## src/rtl/ram_bist.sv

```systemverilog
// March-style BIST controller for a 2^AW x DW RAM: writes/reads a seeded pattern, then its inverse.
// Optional first-fail logging is enabled by defining RAM_BIST_ERRLOG_EN.
module ram_bist #(
  parameter int AW     = 8,
  parameter int DW     = 8,
  parameter int RD_LAT = 1
) (
  input  logic          clk,
  input  logic          rst_n,
  input  logic          start,
  input  logic          abort,
  input  logic [DW-1:0] seed,
  output logic          busy,
  output logic          done,
  output logic          pass,
  output logic [AW+1:0] err_cnt,
  output logic [AW-1:0] fail_addr,
  output logic [DW-1:0] fail_data,
  output logic          w_sig,
  output logic [AW-1:0] add_w,
  output logic [DW-1:0] din,
  output logic [AW-1:0] add_r,
  input  logic [DW-1:0] dout
);

  localparam logic [AW-1:0] ADDR_MAX = '1;

  typedef enum logic [2:0] {IDLE, WR0, RD0, WR1, RD1, DONE} state_t;

  state_t        state, state_d;
  logic [DW-1:0] seed_q;
  logic          rd_vld, rd_vld_d;
  logic [1:0]    drain, drain_d;
  logic          w_sig_d, busy_d, done_d, pass_d;
  logic [AW-1:0] add_w_d, add_r_d;
  logic [DW-1:0] din_d;
  logic          start_acc, flush;

  // Read-compare pipeline: valid and expected data travel alongside the RAM latency.
  logic [RD_LAT-1:0] pv;
  logic [DW-1:0]     pe [RD_LAT];
  logic              hit;
  logic [AW+1:0]     err_nxt;

  function automatic logic [DW-1:0] pattern(input logic [AW-1:0] addr,
                                            input logic          phase,
                                            input logic [DW-1:0] sd);
    logic [DW-1:0] p;
    p = DW'(addr) ^ sd;
    return phase ? ~p : p;
  endfunction

  assign flush   = abort && (state != IDLE);
  assign hit     = pv[RD_LAT-1] && (dout != pe[RD_LAT-1]) && !flush;
  assign err_nxt = err_cnt + {{(AW+1){1'b0}}, hit};

  always_ff @(posedge clk or negedge rst_n) begin
    if (!rst_n) state <= IDLE;
    else        state <= state_d;
  end

  // NOTE: every comb output gets a default first so no path can infer a latch.
  always_comb begin
    state_d   = state;
    w_sig_d   = 1'b0;
    add_w_d   = '0;
    din_d     = '0;
    add_r_d   = add_r;
    rd_vld_d  = 1'b0;
    drain_d   = drain;
    done_d    = 1'b0;
    pass_d    = pass;
    start_acc = 1'b0;

    case (state)
      IDLE: begin
        add_r_d = '0;
        drain_d = '0;
        if (start && !abort) begin
          state_d   = WR0;
          start_acc = 1'b1;
          w_sig_d   = 1'b1;
          din_d     = pattern('0, 1'b0, seed);
          pass_d    = 1'b0;
        end
      end

      WR0, WR1: begin
        if (add_w == ADDR_MAX) begin
          state_d  = (state == WR0) ? RD0 : RD1;
          rd_vld_d = 1'b1;
          add_r_d  = '0;
        end else begin
          w_sig_d = 1'b1;
          add_w_d = add_w + 1'b1;
          din_d   = pattern(add_w + 1'b1, state == WR1, seed_q);
        end
      end

      RD0, RD1: begin
        if (rd_vld) begin
          if (add_r == ADDR_MAX) begin
            drain_d = 2'd1;
          end else begin
            rd_vld_d = 1'b1;
            add_r_d  = add_r + 1'b1;
          end
        end else if (drain == 2'(RD_LAT)) begin
          // Last read has been compared in this cycle; move on.
          drain_d = '0;
          add_r_d = '0;
          if (state == RD0) begin
            state_d = WR1;
            w_sig_d = 1'b1;
            din_d   = pattern('0, 1'b1, seed_q);
          end else begin
            state_d = DONE;
            done_d  = 1'b1;
            pass_d  = (err_nxt == '0);
          end
        end else begin
          drain_d = drain + 2'd1;
        end
      end

      DONE: state_d = IDLE;

      default: state_d = IDLE;
    endcase

    if (flush) begin
      state_d  = IDLE;
      w_sig_d  = 1'b0;
      add_w_d  = '0;
      din_d    = '0;
      add_r_d  = '0;
      rd_vld_d = 1'b0;
      drain_d  = '0;
      done_d   = 1'b0;
      pass_d   = 1'b0;
    end

    busy_d = (state_d == WR0) || (state_d == RD0) || (state_d == WR1) || (state_d == RD1);
  end

  // NOTE: sequential state uses non-blocking assignments so every register samples pre-edge values.
  always_ff @(posedge clk or negedge rst_n) begin
    if (!rst_n) begin
      rd_vld  <= 1'b0;
      drain   <= '0;
      seed_q  <= '0;
      w_sig   <= 1'b0;
      add_w   <= '0;
      din     <= '0;
      add_r   <= '0;
      busy    <= 1'b0;
      done    <= 1'b0;
      pass    <= 1'b0;
      err_cnt <= '0;
    end else begin
      rd_vld <= rd_vld_d;
      drain  <= drain_d;
      w_sig  <= w_sig_d;
      add_w  <= add_w_d;
      din    <= din_d;
      add_r  <= add_r_d;
      busy   <= busy_d;
      done   <= done_d;
      pass   <= pass_d;
      if (start_acc) begin
        seed_q  <= seed;
        err_cnt <= '0;
      end else begin
        err_cnt <= err_nxt;
      end
    end
  end

  // NOTE: the pipeline arrays are only RD_LAT deep, so they share the async reset.
  always_ff @(posedge clk or negedge rst_n) begin
    if (!rst_n) begin
      pv <= '0;
      for (int k = 0; k < RD_LAT; k++) pe[k] <= '0;
    end else begin
      pv[0] <= rd_vld && !flush;
      pe[0] <= pattern(add_r, state == RD1, seed_q);
      for (int k = 1; k < RD_LAT; k++) begin
        pv[k] <= pv[k-1] && !flush;
        pe[k] <= pe[k-1];
      end
    end
  end

`ifdef RAM_BIST_ERRLOG_EN
  logic [AW-1:0] pa [RD_LAT];
  logic          fail_seen;

  always_ff @(posedge clk or negedge rst_n) begin
    if (!rst_n) begin
      for (int k = 0; k < RD_LAT; k++) pa[k] <= '0;
      fail_seen <= 1'b0;
      fail_addr <= '0;
      fail_data <= '0;
    end else begin
      pa[0] <= add_r;
      for (int k = 1; k < RD_LAT; k++) pa[k] <= pa[k-1];
      if (start_acc) begin
        fail_seen <= 1'b0;
        fail_addr <= '0;
        fail_data <= '0;
      end else if (hit && !fail_seen) begin
        fail_seen <= 1'b1;
        fail_addr <= pa[RD_LAT-1];
        fail_data <= dout;
      end
    end
  end
`else
  assign fail_addr = '0;
  assign fail_data = '0;
`endif

endmodule

```

## config.mk

```make
export PLATFORM = sky130hd
export DESIGN_NAME = ram_bist
export DESIGN_NICKNAME = d
export VERILOG_FILES = /design/src/rtl/ram_bist.sv
export SDC_FILE = /design/constraint.sdc
export NUM_CORES = 1
export LEC_CHECK = 0
export BUFFER_PORTS_ARGS = -buffer_cell sky130_fd_sc_hd__buf_2
export CAP_MARGIN = 15
export CORE_MARGIN = 2
export CORE_UTILIZATION = 41
export DETAILED_ROUTE_END_ITERATION = 16
export PLACE_DENSITY = 0.67
export SLEW_MARGIN = 20
export SYNTH_ARGS = -nofsm -noshare
export SYNTH_HDL_FRONTEND = slang
export SYNTH_SLANG_ARGS = --single-unit
```

## constraint.sdc

```tcl
create_clock -name clk -period 4.9 [get_ports clk]
set_input_delay 0.49 -clock clk [delete_from_list [all_inputs] [get_ports clk]]
set_output_delay 0.49 -clock clk [all_outputs]
set_load 0.01 [all_outputs]
```

==> run metrics, run 1 <==
Leakage=around 1.9 nW; R2R Setup Slk=~2.2 ns; kind of cell adding the most delay to the critical path=simple AND/OR/NAND/NOR gates; Max IR drop VDD=between 0.15 and 0.2 mV; CORE AREA=approximately 8000 um2; Max-Cap Viols=0; Initial Util=between 40 and 50%; Slew headroom=roughly half; clock root buffer=clkbuf_8; reg-to-reg startpoint=state[0]; first-pass GRT wire length=approximately 12000 um; DIE WIDTH=a little over 90 um; commonest cells in the netlist=dfrtp_1 (61), nor2_1 (46), xor2_1 (29); clock-pin slew on the worst setup and hold paths=about 0.07 ns; RePlAce Congestion=approximately 0.85; post_cts resized=0; Slew Viols, Final=0; Synth top area share=around 46%; crit path max-delay cell type=dfrtp_1; cells along the critical path=or2_2 -> o21ai_0 -> nand2_1 -> a21oi_1 -> ha_1 -> ha_1 -> xnor2_1 -> nor4b_1 -> nand4_1 -> o31ai_1; synthesis warning total=0; Post-Syn Instances=around 330; FF-to-FF End=pass; Area Overhead vs Synth=16.7%; crit path kind=flip-flop to flip-flop; measured slew at the worst slew-check pin=around 0.77 ns; PwrDens=~440 nW/um2; DRC viols=0; DR vias=~2.5k; CP max stage delay=about 0.49 ns; TritonCTS Buffers=9; Post-synth EDFFs=0; gr ovfl total=0; CP required=around 5.1 ns; clock sink count=a little over 60; initial drt markers=130; Yosys top cell by area=dfrtp_1; GR Util All Layers=around 18%; htree depth=3; Hold Fails Final Rpt=0; Critical Path Start Type=flip-flop; deepest clock path buffer count=2; # Post-CTS Setup Buffers=0; largest net degree at the start of global routing=62; Post-synth ARST share=100%; Total Wirelength=7310 um; ANT cells=0; r2r worst-path depth=10; most frequent cell after synthesis=dfrtp_1; status=finished, final reports clean; Clk Latency, worst-skew pair=between 0.3 and 0.4 ns; drt via density=between 5 and 6; top post-synthesis cells by area=dfrtp_1 (46%), xor2_1 (7.7%), xnor2_1 (6.7%); Synth Flop Type=dfrtp_1; Critical path origin=state[0]; Fill cells=around 760; initial antenna violation count=0; crit end category=flip-flop; RSZ-0062 raised after global routing=no; setup violators final=0; Min Clock Period, post-route=2.69 ns; share of layout cells above drive strength 1=roughly a quarter; setup_tns=0 ns; flops & latches, synth=between 60 and 70; row cnt=32; CTS Hold Bufs=0; period utilization=a little over half; HP Class=input pin to async pin; Die ar.=8760 um2; hold_ws=~0.32 ns; Post-Syn Area=between 3000 and 4000 um2; vias in the first global route=around 2.5k; # IOs=74; Crit path top cell by count=ha_1; dpl hpwl=5260 um; syn_area_per_cell=between 10 and 15 um2; Critical Path End=pass; DRT antenna net count=0; port buffer count=between 50 and 60; Chip Height=a little over 90 um; clk_skew=0.00985 ns; WL/cell=15.0 um; DR pass1 iterations=4; Nets=approximately 400; TritonCTS clock tree=done; WP depth=10; FMAX=around 0.37 GHz; WP data arrival=approximately 2.9 ns; post-synthesis sequential area ratio=approximately 46%; WP buf/inv=0; Crit Path Max Fanout=13; Netlist cell types=55
[per-stage QoR]
stage          worst slack (ns)  util [%]  area [um2]  total power, mW  std cells
6_report                   2.21      49.4        3840             1.69        487
5_1_grt                    1.90      49.4        3840             1.79        487
4_1_cts                    2.17      49.2        3820             1.71        486
3_5_place_dp               2.20      46.1        3580             1.16        470
3_3_place_gp               2.37      46.1        3580             1.15        470
2_1_floorplan              2.43         -        3350             1.03        342
[cells by family (layout without fill, tap and decap cells)]
logic type      Yosys count  count (layout)  share of synthesized area [%]
other cells               1              16                          0.114
buf+inv                  36              79                           6.35
flops                    61              61                           46.4
compound gates           47              47                           10.1
mux                       7               7                           2.40
simple gates            116             116                           18.1
fa+ha+maj                 4               4                           1.52
xor+xnor                 55              55                           15.1
[report_power, final]
group          leakage [nW]  switching, mW  total [mW]  internal (mW)
combinational         0.932          0.227       0.440          0.213
sequential            0.805         0.0967       0.707          0.611
clock                 0.119          0.196       0.547          0.351
[per-layer routing]
metal	up-vias	global-route usage [%]	wire length, um
met1	1239	23.2	3210
met3	10	3.79	375
li1	1215	-	-
met4	0	7.37	112
met5	-	0	0
met2	76	28.8	3610
[sequential cells by signal, summed over array words and instances (netlist names)]
name / cells
err_cnt: 10
add_r: 8
add_w: 8
din: 8
pe: 8
seed_q: 8
state: 3
drain: 2
busy: 1
done: 1
pass: 1
pv: 1
rd_vld: 1
w_sig: 1
[layout make-up]
class | instances | area [um2] | area share [%]
multi-input cells | 245 | 1610 | 42.0
flip-flops and latches | 61 | 1530 | 39.8
repair buffers | 60 | 315 | 8.21
clock buffers | 10 | 138 | 3.58
well taps | 102 | 128 | 3.32
clock inverters | 6 | 110 | 2.87
inverters | 3 | 11.3 | 0.293
[worst min-delay path by stage]
stage | slack [ns] | start | cells past startpoint | endpoint
CTS | 0.34 | rst_n | 2 | seed_q[7]
global route | 0.38 | rst_n | 2 | seed_q[7]
global placement | 0.46 | pass | 2 | pass
detailed placement | 0.51 | pass | 2 | pass
finish | 0.32 | rst_n | 2 | err_cnt[8]
floorplan | 0.19 | rst_n | 0 | add_r[0]
[worst reg2reg max path, stage by stage, from the launching register on]
cell     delay (ns)
dfrtp_1        0.49
or2_2          0.34
o21ai_0        0.19
nand2_1        0.08
a21oi_1        0.14
ha_1           0.19
ha_1           0.32
xnor2_1        0.18
nor4b_1        0.29
nand4_1        0.13
o31ai_1        0.22
[cells in the final DEF, fill, tap and decap left out, types with 2 or more instances in the layout]
cell	instances
o21ai_0	4
buf_4	2
nor4_1	3
xor2_1	29
dfrtp_1	61
clkbuf_8	10
conb_1	16
o31ai_1	2
and3_1	5
ha_1	4
and4_1	3
nand2_1	13
xnor2_1	25
nand3_1	14
a31oi_1	2
or2_2	2
bufinv_16	3
nor3_1	4
a221oi_1	6
a22o_1	2
o21a_1	2
nor2b_1	5
buf_2	57
nor2_1	46
nand4_1	6
and2_1	3
inv_1	3
a21oi_1	15
mux2_2	7
or3_1	2
clkinvlp_4	2
Note: power is estimated with default switching activity, not from simulation.
==> run 2: changes to the inputs <==
PLACE_DENSITY = 0.7   (was 0.67)
clock period = 2.21 ns   (was 4.9 ns; I/O delays follow)
==> run 2 against run 1 <==
  * Combinational power increased by 140%
  * Die area is the same
  * Sequential power grew 120%
  * Sequential share of layout area fell by 1.2 points
  * Clock power increased by 67%
  * Worst setup slack got worse by 2.2 ns
  * Cell area rose by 3.0%
  * Cell count grew 3.1%
  * Maximum frequency grew 24%
==> run metrics, run 2 (same netlist as run 1, synthesis figures left out) <==
status=finished, final reports clean; vias in the first global route=~2.5k; post-layout instance area=just under 4000 um2; # IOs=74; Crit Path Max Fanout=6; ANT cells=0; Chip Height=between 90 and 100 um; gr ovfl total=0; period utilization=between 90% and 100%; Post-DP Area=3720 um2; Clk Latency, worst-skew pair=roughly 0.33 ns; Max-Cap Viols=0; most frequent cells in the layout=dfrtp_1 (61), buf_2 (57), nor2_1 (46), xor2_1 (29), xnor2_1 (24); DIE WIDTH=93.6 um; RePlAce Congestion=around 0.85; WP data arrival=around 2.4 ns; Nets=420; R2R Setup Slk=about 0.047 ns; row cnt=32; port buffer count=57; CP required=approximately 2.4 ns; clk_skew=0.00897 ns; Leakage=between 1.5 and 2 nW; HP Class=input pin to flip-flop; r2r worst-path depth=9; GR Util All Layers=17.7%; Die ar.=8760 um2; DRT antenna net count=0; crit end category=flip-flop; Fill cells=between 700 and 800; first-pass GRT wire length=~12000 um; crit path kind=flip-flop to flip-flop; largest net degree at the start of global routing=62; initial antenna violation count=0; share of layout cells above drive strength 1=a little over a quarter; Critical Path Start Type=flip-flop; max FFs per register=10; FF-to-FF End=pass; reg-to-reg startpoint=pe[3]; RSZ-0062 raised after global routing=yes; Total Wirelength=between 7000 and 8000 um; WL/cell=about 15 um; Critical Path End=pass; PwrDens=slightly below 900 nW/um2; Inst Count DP=around 490; Slew Viols, Final=0; dpl hpwl=5270 um; final std cells w/o fill=502; deepest clock path buffer count=2; setup violators final=0; Top reg by flops=err_cnt; DR vias=between 2k and 3k; register area=around 1500 um2; Hold Fails Final Rpt=0; FMAX=0.462 GHz; Initial Util=between 40% and 50%; clock sink count=61; CORE AREA=roughly 8000 um2; TritonCTS clock tree=done; htree depth=3; clock-pin slew on the worst setup and hold paths=around 0.07 ns; Critical path origin=pe[3]; Multi-input gate area=between 1500 and 2000 um2; DRC viols=0; DR pass1 iterations=4; Tot Pwr=roughly 3.5 mW; clock root buffer=clkbuf_8; Max IR drop VDD=around 0.33 mV; most common cell after layout, fill and taps aside=dfrtp_1; initial drt markers=between 100 and 150; drt via density=just over 5; Min Clock Period, post-route=2.16 ns; Area Overhead vs Synth=20.2%; TritonCTS Buffers=9
[run 2: cell count changes in the layout (fill, tap and decap cells not counted), moves of 2 or more]
| cell | delta |
|---|---|
| buf_4 | +14 |
| clkinvlp_4 | -2 |
| bufinv_16 | -2 |
| ha_1 | -2 |
| clkbuf_1 | +4 |
[run 2: repair_timing]
item,in CTS,in global routing
endpoints found under the setup margin,1,5
endpoints found under the hold margin,61,0
resized for setup,5,5
buffers inserted,1,0
pin swaps,8,4
hold buffers,1,0
[run 2: worst min-delay path by stage]
stage                  from    endpoint  slack [ns]  cells past startpoint
floorplan             rst_n    add_r[0]       -0.07                      0
global placement      rst_n  err_cnt[9]        0.25                      2
detailed placement    rst_n  err_cnt[3]        0.26                      2
CTS                 seed[6]   seed_q[6]        0.12                      3
global route        seed[6]   seed_q[6]        0.13                      3
finish              seed[6]   seed_q[6]        0.14                      3
[run 2: metal layers]
layer	share of wire, %	global-route usage, %
met2	50	29.3
met4	1.1	4.47
met5	0	0
met1	45	23.6
met3	3.6	4.11
[run 2: area by class of cell]
cell class	count	share of cell area, %
clock buffer	13	3.51
clock inverter	2	0.886
inverter	3	0.285
multi-input combinational	245	42.2
sequential	61	38.6
tap	102	3.23
timing repair buffer	76	11.3
[run 2: metrics by stage]
step / setup slack [ns] / utilization [%] / setup TNS [ns] / hold WS, ns
floorplan: 0.00149 / - / 0 / -0.0746
global placement: -0.0666 / 47.9 / -0.0666 / 0.254
detailed placement: -0.115 / 47.9 / -0.115 / 0.261
CTS: -0.0113 / 50.6 / -0.0113 / 0.121
global route: -0.102 / 50.9 / -0.102 / 0.133
finish: 0.0469 / 50.9 / 0 / 0.135
[run 2: critical path, stage by stage (launching register included)]
cell and delay, ns:
dfrtp_1 0.38, xor2_1 0.14, nor4_1 0.31, a21oi_1 0.12, ha_2 0.21, ha_4 0.19
xnor2_2 0.15, nor4b_4 0.22, nand4_1 0.11, o31ai_1 0.23
[run 2: power by group]
| part | internal (mW) | switching (mW) | total, mW |
|---|---|---|---|
| Sequential | 1.36 | 0.192 | 1.55 |
| Combinational | 0.525 | 0.540 | 1.07 |
| Clock | 0.515 | 0.401 | 0.916 |
| Total | 2.40 | 1.13 | 3.53 |
==> run 3: changes to the inputs <==
CORE_UTILIZATION = 30   (was 41)
PLACE_DENSITY = 0.55   (was 0.7)
REMOVE_ABC_BUFFERS = 1   (was default)
==> run 3 against run 2 <==
  * Combinational power barely moved
  * Clock power rose by 33%
  * Die area rose by 35%
  * Clock skew barely moved
  * Register-to-register slack barely moved
  * Critical endpoint unchanged
  * Clock-buffer cell count fell by 1
  * Worst hold slack got worse by 0.026 ns
==> run metrics, run 3 (same netlist as run 1, synthesis figures left out) <==
RSZ-0062 raised after global routing=yes; Setup Slack @ Placement=-0.164 ns; clock-pin slew on the worst setup and hold paths=approximately 0.070 ns; Initial Util=a little under a third; status=finished, final reports clean; Crit Path Max Fanout=6; port buffer count=57; FMAX=around 0.46 GHz; clk_skew=between 0.008 and 0.009 ns; vias in the first global route=2551; WL/cell=about 15 um; TritonCTS Buffers=9; deepest clock path buffer count=2; crit path kind=flip-flop to flip-flop; crit end category=flip-flop; DR pass1 iterations=4; CP required=~2.5 ns; Max IR drop VDD=roughly 0.36 mV; Tot Pwr=3.85 mW; Hold Fails Final Rpt=0; GR Util All Layers=14.2%; HP Class=input pin to flip-flop; htree depth=3; CORE AREA=~11000 um2; WP data arrival=2.41 ns; Critical Path Start Type=flip-flop; setup slack after layout=about 0.058 ns; Top reg by flops=err_cnt; Leakage=between 1.5 and 2 nW; ANT cells=0; hold_ws=between 0.1 and 0.15 ns; DIE WIDTH=between 100 and 150 um; Max-Cap Viols=0; first-pass GRT wire length=12700 um; Slew Viols, Final=0; max FFs per register=10; dpl hpwl=a little under 6000 um; share of layout cells above drive strength 1=30.8%; PwrDens=a little over 900 nW/um2; drt via density=4.80; setup violators final=0; DRT antenna net count=0; Die ar.=roughly 12000 um2; clock root buffer=clkbuf_8; Total Wirelength=about 8000 um; Min Clock Period, post-route=between 2 and 2.5 ns; TritonCTS clock tree=done; Clk Latency, worst-skew pair=roughly 0.35 ns; clock sink count=61; Chip Height=between 100 and 150 um; RePlAce Congestion=0.847; R2R Setup Slk=between 0.05 and 0.06 ns; most frequent cells in the layout=dfrtp_1 (61), buf_2 (57), nor2_1 (45), xor2_1 (27), xnor2_1 (24); most common cell after layout, fill and taps aside=dfrtp_1; DR vias=between 2k and 3k; gr ovfl total=0; Area Overhead vs Synth=26.1%; DRC viols=0; row cnt=38; largest net degree at the start of global routing=34; initial antenna violation count=0; initial drt markers=slightly below 90; # IOs=between 70 and 80; period utilization=a little over nine tenths; Nets=between 400 and 500
[run 3: changes by cell type in the layout (fill, tap and decap cells not counted), sizes merged]
cell | previous run | this run
buf | 75 | 80
bufinv | 1 | 3
clkbuf | 13 | 12
[run 3: through the flow]
step / std cells / utilization, % / TNS, ns / cell area, um2
2_1_floorplan: 309 / - / -0.0999 / 3150
3_3_place_gp: 527 / 34.9 / -0.0819 / 3770
3_5_place_dp: 527 / 34.9 / -0.164 / 3770
4_1_cts: 546 / 38.0 / -0.00760 / 4110
5_1_grt: 546 / 38.4 / -0.206 / 4150
6_report: 546 / 38.4 / 0 / 4150
[run 3: metal layers]
metal	vias up	wire length, um	track usage (%)
met2	55	3930	23.3
met1	1307	3550	17.7
li1	1247	-	-
met5	-	0	0
met3	14	275	2.57
met4	0	185	7.78
[run 3: final cells by class]
cell class | count | area [um2]
timing repair buffer | 81 | 472
multi-input combinational | 245 | 1720
clock inverter | 4 | 95.1
inverter | 3 | 11.3
fill | 1082 | 6640
tap | 140 | 175
clock buffer | 12 | 145
sequential | 61 | 1530
[run 3: final timing paths]
kind / startpoint / end / depth (start not counted)
max: pe[6] / pass / 10
min: seed[6] / seed_q[6] / 3
max reg2reg: pe[6] / pass / 10
min reg2reg: pass / pass / 2
max in group asynchronous: rst_n / add_r[6] / 3
min in group asynchronous: rst_n / err_cnt[2] / 3
[run 3: worst max-delay path, cell delays in order, from the launching register on]
cell and delay (ns):
dfrtp_1 0.37, xor2_1 0.16, nor4_2 0.32, a21oi_2 0.09
ha_2 0.20, ha_4 0.17, buf_6 0.13, a211o_1 0.25
nand2_1 0.07, a31oi_1 0.08, o31ai_1 0.22
[run 3: where the power goes]
| group | switching, mW | internal [mW] | total, mW |
|---|---|---|---|
| Sequential | 0.184 | 1.35 | 1.54 |
| Combinational | 0.564 | 0.524 | 1.09 |
| Clock | 0.442 | 0.779 | 1.22 |
[run 3: timing repair]
item,CTS,global route
hold buffers,1,0
setup buffers,2,1
gates resized for setup,16,9
endpoints found under the hold margin,61,0
pin swaps,7,13
gates cloned,0,0
setup endpoints to repair,2,13
